## config.mk

```make
export PLATFORM = sky130hd
export DESIGN_NAME = frog_collision
export DESIGN_NICKNAME = d
export VERILOG_FILES = /design/src/rtl/frog_pkg.sv /design/src/rtl/holdoff_timer.sv /design/src/rtl/frog_collision.sv
export SDC_FILE = /design/constraint.sdc
export NUM_CORES = 1
export LEC_CHECK = 0
export CORE_ASPECT_RATIO = 1.5
export CORE_MARGIN = 1
export CORE_UTILIZATION = 34
export DETAILED_ROUTE_END_ITERATION = 8
export GPL_TIMING_DRIVEN = 0
export PLACE_DENSITY = 0.95
export SLEW_MARGIN = 20
export SYNTH_ARGS = -nofsm -noshare
export SYNTH_HDL_FRONTEND = slang
export SYNTH_SLANG_ARGS = --single-unit
```

## constraint.sdc

```tcl
create_clock -name clk -period 3.35 [get_ports clk]
set_clock_uncertainty 0.2 [all_clocks]
set_input_delay 0.67 -clock clk [delete_from_list [all_inputs] [get_ports clk]]
set_output_delay 0.67 -clock clk [all_outputs]
set_load 0.02 [all_outputs]
```

## src/rtl/frog_pkg.sv

```systemverilog
// Shared types and default geometry for the frog game's collision and lane logic.
package frog_pkg;

  localparam int LANES_DEF = 8;
  localparam int COLS_DEF  = 16;
  localparam int LIVES_W   = 4;

  typedef enum logic [1:0] {
    ARMED   = 2'd0,
    HOLDOFF = 2'd1,
    DEAD    = 2'd2
  } collide_state_t;

endpackage

```

## src/rtl/holdoff_timer.sv

```systemverilog
// Free-running hold-off counter with synchronous clear; done flags the all-ones count.
module holdoff_timer #(
  parameter int WIDTH = 9
) (
  input  logic clk,
  input  logic rst_n,
  input  logic clr_i,
  input  logic en_i,
  output logic done_o
);

  logic [WIDTH-1:0] count_q;

  // NOTE: sequential state is written only with non-blocking assignments so every
  // register samples the pre-edge values, independent of block evaluation order.
  always_ff @(posedge clk or negedge rst_n) begin
    if (!rst_n) begin
      count_q <= '0;
    end else if (clr_i) begin
      count_q <= '0;
    end else if (en_i) begin
      count_q <= count_q + 1'b1;
    end
  end

  assign done_o = &count_q;

endmodule

```

## src/rtl/frog_collision.sv

```systemverilog
// Frog collision detector and lives tracker; FROG_COLLIDE_HOLDOFF_EN selects a timed
// hold-off, otherwise hold-off lasts until the frog stops overlapping a car.
module frog_collision
  import frog_pkg::*;
#(
  parameter int LANES     = LANES_DEF,
  parameter int COLS      = COLS_DEF,
  parameter int LIVES     = 3,
  parameter int HOLDOFF_W = 9
) (
  input  logic                       clk,
  input  logic                       reset,
  input  logic [LANES*COLS-1:0]      lane_pixels,
  input  logic [$clog2(LANES)-1:0]   frog_row,
  input  logic [$clog2(COLS)-1:0]    frog_col,
  input  logic                       frog_in_road,
  output logic [LANES-1:0]           hit,
  output logic [LIVES_W-1:0]         lives,
  output logic                       collide_pulse,
  output logic                       game_over
);

  localparam int ROW_W = $clog2(LANES);
  localparam int ROWS  = 2 ** ROW_W;

  collide_state_t     state_q;
  logic [LIVES_W-1:0] lives_q;
  logic               pulse_q;
  logic               game_over_q;

  logic [COLS-1:0] rows [ROWS];
  logic            row_ok;
  logic            overlap;
  logic            collide;
  logic            holdoff_exit;

  // Rows past LANES read as empty so a non-power-of-two lane count never aliases.
  for (genvar i = 0; i < ROWS; i++) begin : g_row
    if (i < LANES) begin : g_real
      assign rows[i] = lane_pixels[i*COLS +: COLS];
    end else begin : g_pad
      assign rows[i] = '0;
    end
  end

  assign row_ok  = {1'b0, frog_row} < (ROW_W + 1)'(LANES);
  assign overlap = frog_in_road & row_ok & rows[frog_row][frog_col];
  assign collide = (state_q == ARMED) & overlap & (lives_q != '0);

`ifdef FROG_COLLIDE_HOLDOFF_EN
  logic timer_done;

  holdoff_timer #(
    .WIDTH (HOLDOFF_W)
  ) u_holdoff_timer (
    .clk    (clk),
    .rst_n  (reset),
    .clr_i  (collide),
    .en_i   (state_q == HOLDOFF),
    .done_o (timer_done)
  );

  assign holdoff_exit = timer_done;
`else
  assign holdoff_exit = ~overlap;
`endif

  always_ff @(posedge clk or negedge reset) begin
    if (!reset) begin
      state_q     <= ARMED;
      lives_q     <= LIVES_W'(LIVES);
      pulse_q     <= 1'b0;
      game_over_q <= 1'b0;
    end else begin
      pulse_q <= 1'b0;
      case (state_q)
        ARMED: begin
          if (collide) begin
            lives_q <= lives_q - 1'b1;
            pulse_q <= 1'b1;
            if (lives_q == LIVES_W'(1)) begin
              state_q     <= DEAD;
              game_over_q <= 1'b1;
            end else begin
              state_q <= HOLDOFF;
            end
          end
        end
        HOLDOFF: begin
          if (holdoff_exit) state_q <= ARMED;
        end
        DEAD: begin
          game_over_q <= 1'b1;
        end
        default: state_q <= ARMED;
      endcase
    end
  end

  assign lives         = lives_q;
  assign collide_pulse = pulse_q;
  assign game_over     = game_over_q;
  assign hit           = {LANES{game_over_q}};

endmodule

```

==> results of run 1 <==
[cells in the mapped netlist, drive strengths merged]
| master | count | share of area |
|---|---|---|
| nand4 | 1 | 0.0038 |
| a21oi | 4 | 0.014 |
| and2 | 3 | 0.013 |
| a31oi | 2 | 0.0075 |
| mux2i | 32 | 0.19 |
| dfstp | 2 | 0.032 |
| o2111a | 1 | 0.0068 |
| nand2 | 7 | 0.016 |
| ha | 3 | 0.023 |
| and4 | 1 | 0.0053 |
| buf | 17 | 0.10 |
| mux2 | 3 | 0.023 |
| nor3 | 1 | 0.0030 |
| mux4 | 20 | 0.28 |
| a211oi | 1 | 0.0045 |
| nand3 | 6 | 0.021 |
| a221oi | 2 | 0.011 |
| inv | 6 | 0.014 |
| dfrtp | 6 | 0.090 |
| xnor2 | 2 | 0.015 |
| nor2b | 4 | 0.015 |
| a22oi | 15 | 0.071 |
| a41o | 1 | 0.0060 |
| nor2 | 5 | 0.011 |
| o21ai | 3 | 0.016 |
| clkbuf | 1 | 0.0023 |
[where the power goes]
| part | internal, mW | switching, mW |
|---|---|---|
| registers | 0.0971 | 0 |
| clock network | 0.0828 | 0.0423 |
| logic | 0.223 | 0.0930 |
[final cells by class]
class / instances / area share
timing repair buffer: 149 / 0.455
multi-input combinational: 117 / 0.386
sequential: 8 / 0.0618
buffer: 18 / 0.0523
tap: 64 / 0.0244
clock buffer: 4 / 0.0137
inverter: 6 / 0.00687
[state kept, by name, indices dropped and copies added (netlist names)]
register       flops
collide_pulse      1
game_over          1
lives              4
state_q            2
[metrics by stage]
step / hold WS (ns) / setup slack (ns) / util / instances / power, mW
detailed placement: 0.289 / 0.00267 / 0.701 / 362 / 0.417
global placement: 0.278 / 0.0254 / 0.701 / 362 / 0.410
CTS: 0.300 / 0.237 / 0.710 / 366 / 0.539
finish: 0.305 / 0.261 / 0.710 / 366 / 0.538
global route: 0.339 / 0.109 / 0.710 / 366 / 0.564
floorplan: 0.174 / 0.678 / - / 149 / 0.232
[worst reg2reg max path, delay by kind of cell, from the launching register on]
family / cells / cell delay [ns]
AND/OR/NAND/NOR: 1 / 0.28
AO/OA/AOI/OAI: 1 / 0.46
flip-flops: 1 / 0.56
XOR/XNOR: 1 / 0.11
buffers and inverters: 1 / 0.11
adder cells (fa/ha/maj): 1 / 0.27
[cell families after synthesis]
logic type / Yosys count / synth area share
buffers and inverters: 24 / 0.117
muxes: 55 / 0.500
AOI/OAI and AO/OA: 29 / 0.136
DFF: 8 / 0.122
adders and majority gates: 3 / 0.0226
and+or+nand+nor: 28 / 0.0880
xor gates and xnor gates: 2 / 0.0151
[per-layer routing]
layer | track usage | vias to the layer above | part of all wire
met1 | 0.235 | 857 | 0.33
met5 | 0 | - | 0
met4 | 0.0714 | 0 | 0.019
met2 | 0.470 | 108 | 0.58
li1 | - | 903 | -
met3 | 0.0236 | 11 | 0.067
[cell usage in the layout (no fill, tap or decap), types with 3 or more instances in the layout]
master and n:
buf_12 3, ha_1 3, dfrtp_1 6, nand3_1 5, buf_4 10, a21oi_1 3
inv_1 6, clkdlybuf4s50_1 149, mux4_2 14, nor2_1 5, nand2_1 7, mux2i_1 32
mux4_1 6, clkbuf_8 3, nor2b_1 4, a22oi_1 14
[worst min path at each step]
stage / cells after the start / endpoint / slack [ns] / start
floorplan: 0 / collide_pulse / 0.17 / reset
global placement: 2 / game_over / 0.28 / state_q[1]
detailed placement: 2 / game_over / 0.29 / state_q[1]
CTS: 2 / game_over / 0.30 / state_q[1]
global route: 2 / game_over / 0.34 / state_q[1]
finish: 2 / game_over / 0.31 / state_q[1]
==> results.py, run 1 <==
metrics = {
    "grt": {
        "grt_pass1_vias": 2074,
        "grt.total_usage": 0.231,
        "grt.overflow.total": 0,
        "antenna_found_initial": 0,
        "grt_pass1_wl_mm": 9.10,
        "grt_max_degree": 11,
    },
    "timing": {
        "fin_setup_tns_ns": 0,
        "fin_crit_sh": 0.922,
        "finalHoldViolations": 0,
        "slew_headroom": 0.660,
        "setup_violations": 0,
        "fin_crit_ns": 3.09,
        "finalMaxSlewViolations": 0,
        "fmax_ghz": 0.324,
        "rsz0062_at_grt": "no",
        "tightest_slew_ns": 0.507,
    },
    "worst_setup_path": {
        "rrSetupSlack_ns": 1.30,
        "crit_buf_inv": 3,
        "r2r_cells": 5,
        "crit_path_start": "frog_col[0]",
        "r2r-start": "lives[0]",
        "slowest_stage": "clkdlybuf4s50_1",
        "crit_path_max_fanout": 10,
        "cp-endpoint": "lives[2]",
        "crit_chain": "clkdlybuf4s50_1 > buf_4 > buf_4 > mux4_2 > mux2i_1 > a22oi_1 > a22oi_2 > o21ai_4 > nand3_2 > mux2_4",
        "start_kind": "input pin",
        "crit_required_ns": 3.27,
        "path_depth": 10,
        "crit_top_cell": "buf_4",
        "critPathTopFamily": "buffers and inverters",
        "cp-end-kind": "register",
        "worstSetupPathType": "in -> reg",
        "r2r_end": "lives[0]",
        "arrival_ns": 3.01,
        "cp_slowest_stage_delay_ns": 0.55,
    },
    "die": {
        "die_h_um": 87.7,
        "top_level_ports": 152,
        "die_area_um2": 5180,
        "start_util": 0.360,
        "core_area_um2": 4620,
        "die_x_um": 59.1,
        "rows": 30,
    },
    "detailed_routing": {
        "wl_per_cell_um": 15.9,
        "routed_wl_mm": 5.82,
        "antenna_left": 0,
        "drc": 0,
        "first_iter_violations": 74,
        "viasPerCell": 5.13,
        "drt-pass1-iter-count": 4,
        "num_vias": 1879,
    },
    "min_path": {
        "hold_path_class": "reg -> reg",
    },
    "cells_and_area": {
        "design_area_um2": 3280,
        "n_antenna_cell": 0,
        "nets": 444,
        "seqCellArea_um2": 203,
        "layout-drive-gt1-share": 0.149,
        "areaGrowthSynthToFinish_pct": 97.2,
        "n_fill_cell": 343,
        "multi_input_area_um2": 1270,
    },
    "placement": {
        "numPortBuffers": 149,
        "gp_congestion": 0.800,
        "placed_area_um2": 3230,
        "hpwl_mm": 5.11,
    },
    "cts": {
        "clock_path_buffers": 2,
        "h-tree-depth": 1,
        "clkTransAtPathRegs_ns": 0.05,
        "cts_sinks": 8,
        "cts_hold_buf": 0,
        "cts_tree": "built",
        "clk_latency_ns": 0.24,
        "root_buffer": "clkbuf_8",
        "cts_buffers": 3,
        "post_cts_resized": 0,
        "postCtsSetupBuffers": 0,
    },
    "synth": {
        "yosysUniqueCellTypes": 37,
        "synth_warnings": 0,
        "synthCells": 149,
        "syn_nets": 290,
        "yosys_register_bits": 8,
        "ys_seq_area_frac": 0.122,
        "syn_area_per_cell_um2": 11.2,
        "syn_area_um2": 1660,
    },
    "run": {
        "cap_violations": 0,
    },
    "status": {
        "outcome": "complete, no violations",
    },
    "pwr": {
        "p_per_area_nw_per_um2": 164,
        "p_leak_nw": 1.32,
        "vdd_drop_max_uv": 86.2,
    },
}
No activity file was read; power rests on OpenSTA's default activity.
==> run 2, diff against run 1 <==
SETUP_SLACK_MARGIN = 0.4   (was not set)
==> results.py, run 2 (synthesis results as in run 1) <==
metrics = {
    "die": {
        "core_area_um2": 4620,
        "die_h_um": 87.7,
        "die_x_um": 59.1,
        "top_level_ports": 152,
        "die_area_um2": 5180,
        "rows": 30,
        "start_util": 0.360,
    },
    "timing": {
        "tightest_slew_ns": 0.507,
        "setup_violations": 0,
        "finalHoldViolations": 0,
        "setup_ws_ns": 0.609,
        "slew_headroom": 0.660,
        "rsz0062_at_grt": "no",
        "holdWs_ns": 0.305,
        "fmax_ghz": 0.365,
        "fin_setup_tns_ns": 0,
        "fin_crit_sh": 0.818,
        "fin_crit_ns": 2.74,
        "finalMaxSlewViolations": 0,
    },
    "pwr": {
        "p_per_area_nw_per_um2": 164,
        "vdd_drop_max_uv": 86.2,
        "seqPwrFrac": 0.180,
        "intPower_mw": 0.404,
        "total_power_mw": 0.539,
        "sw_frac_of_total": 0.252,
        "comb_power_share": 0.588,
        "p_clk_frac": 0.232,
        "power.switching_mw": 0.136,
        "p_leak_nw": 1.32,
    },
    "detailed_routing": {
        "drt-pass1-iter-count": 4,
        "top_layer_used": "met4",
        "wl_met2_mm": 3.40,
        "drt-met1-wl_mm": 1.97,
        "first_iter_violations": 75,
        "routed-wl-met3_um": 359,
        "routed_wl_mm": 5.84,
        "viasPerCell": 5.16,
        "num_vias": 1887,
        "wl_per_cell_um": 16.0,
        "antenna_left": 0,
        "drc": 0,
    },
    "placement": {
        "gp_congestion": 0.800,
        "preCtsSetupSlack_ns": 0.00267,
        "dp.cells": 362,
        "numPortBuffers": 149,
        "hpwl_mm": 5.11,
        "placed_area_um2": 3230,
    },
    "status": {
        "outcome": "complete, no violations",
    },
    "cts": {
        "clk_latency_ns": 0.24,
        "h-tree-depth": 1,
        "root_buffer": "clkbuf_8",
        "cts_tree": "built",
        "clock_path_buffers": 2,
        "cts_sinks": 8,
        "clkTransAtPathRegs_ns": 0.05,
        "cts_buffers": 3,
    },
    "cells_and_area": {
        "n_fill_cell": 343,
        "layout-drive-gt1-share": 0.149,
        "largest_register_ffs": 4,
        "final_cells": 366,
        "final_util": 0.712,
        "n_antenna_cell": 0,
        "mostFrequentLayoutCells": "clkdlybuf4s50_1 (148), mux2i_1 (32), a22oi_1 (14), mux4_2 (14), buf_4 (8)",
        "design_area_um2": 3290,
        "nets": 444,
        "areaGrowthSynthToFinish_pct": 97.6,
        "final_common_cell": "clkdlybuf4s50_1",
    },
    "grt": {
        "grt.overflow.total": 0,
        "antenna_found_initial": 0,
        "grt.total_usage": 0.231,
        "grt_pass1_wl_mm": 9.14,
        "grt_max_degree": 11,
        "grt_pass1_vias": 2084,
    },
    "worst_setup_path": {
        "arrival_ns": 2.67,
        "start_kind": "input pin",
        "crit_path_max_fanout": 10,
        "rrSetupSlack_ns": 1.30,
        "crit_required_ns": 3.27,
        "worstSetupPathType": "in -> reg",
        "cp-end-kind": "register",
    },
    "run": {
        "cap_violations": 0,
    },
    "min_path": {
        "hold_path_class": "reg -> reg",
    },
}
## run 2: cell types whose count changed in the layout (fill, tap and decap cells not counted), sizes merged
| cell | delta |
|---|---|
| dlygate4sd2 | +1 |
| clkdlybuf4s50 | -1 |
## run 2: path summary, 6_finish.rpt
kind | depth (start not counted) | endpoint | start
hold / removal | 2 | game_over | state_q[1]
setup / recovery | 10 | lives[2] | frog_col[0]
setup reg to reg | 5 | lives[0] | lives[0]
max in group asynchronous | 1 | lives[0] | reset
hold reg to reg | 2 | game_over | state_q[1]
min in group asynchronous | 1 | lives[2] | reset
## run 2: critical path, cell delays in order
cell	delay (ns)
dlygate4sd2_1	0.30
buf_6	0.18
buf_6	0.16
mux4_2	0.31
mux2i_1	0.17
a22oi_1	0.13
a22oi_2	0.23
o21ai_4	0.12
nand3_2	0.09
mux2_4	0.29
## run 2: timing repair
action	in CTS	in global routing
gates resized for setup	3	0
hold buffers	0	0
endpoints found under the setup margin	4	0
buffers inserted	0	0
## run 2: final cells by class
type | count | area (um^2) | area share
plain buffers | 18 | 179 | 0.0545
inverters | 6 | 22.5 | 0.00685
clock buffers | 4 | 45.0 | 0.0137
multi-input cells | 117 | 1270 | 0.385
flip-flops and latches | 8 | 203 | 0.0617
well taps | 64 | 80.1 | 0.0244
repair buffers | 149 | 1490 | 0.454
## run 2: per-layer routing
| metal | up-vias | global-route usage |
|---|---|---|
| met3 | 11 | 0.0236 |
| met1 | 864 | 0.234 |
| met4 | 0 | 0.0714 |
| li1 | 904 | - |
| met5 | - | 0 |
| met2 | 108 | 0.473 |
## run 2: power by group through the flow
| stage | Clock, mW | Sequential, mW | Combinational [mW] |
|---|---|---|---|
| floorplan | 0 | 0.0984 | 0.134 |
| global placement | 0 | 0.0984 | 0.312 |
| detailed placement | 0 | 0.0984 | 0.318 |
| CTS | 0.123 | 0.0971 | 0.320 |
| global route | 0.128 | 0.0971 | 0.340 |
| finish | 0.125 | 0.0971 | 0.317 |
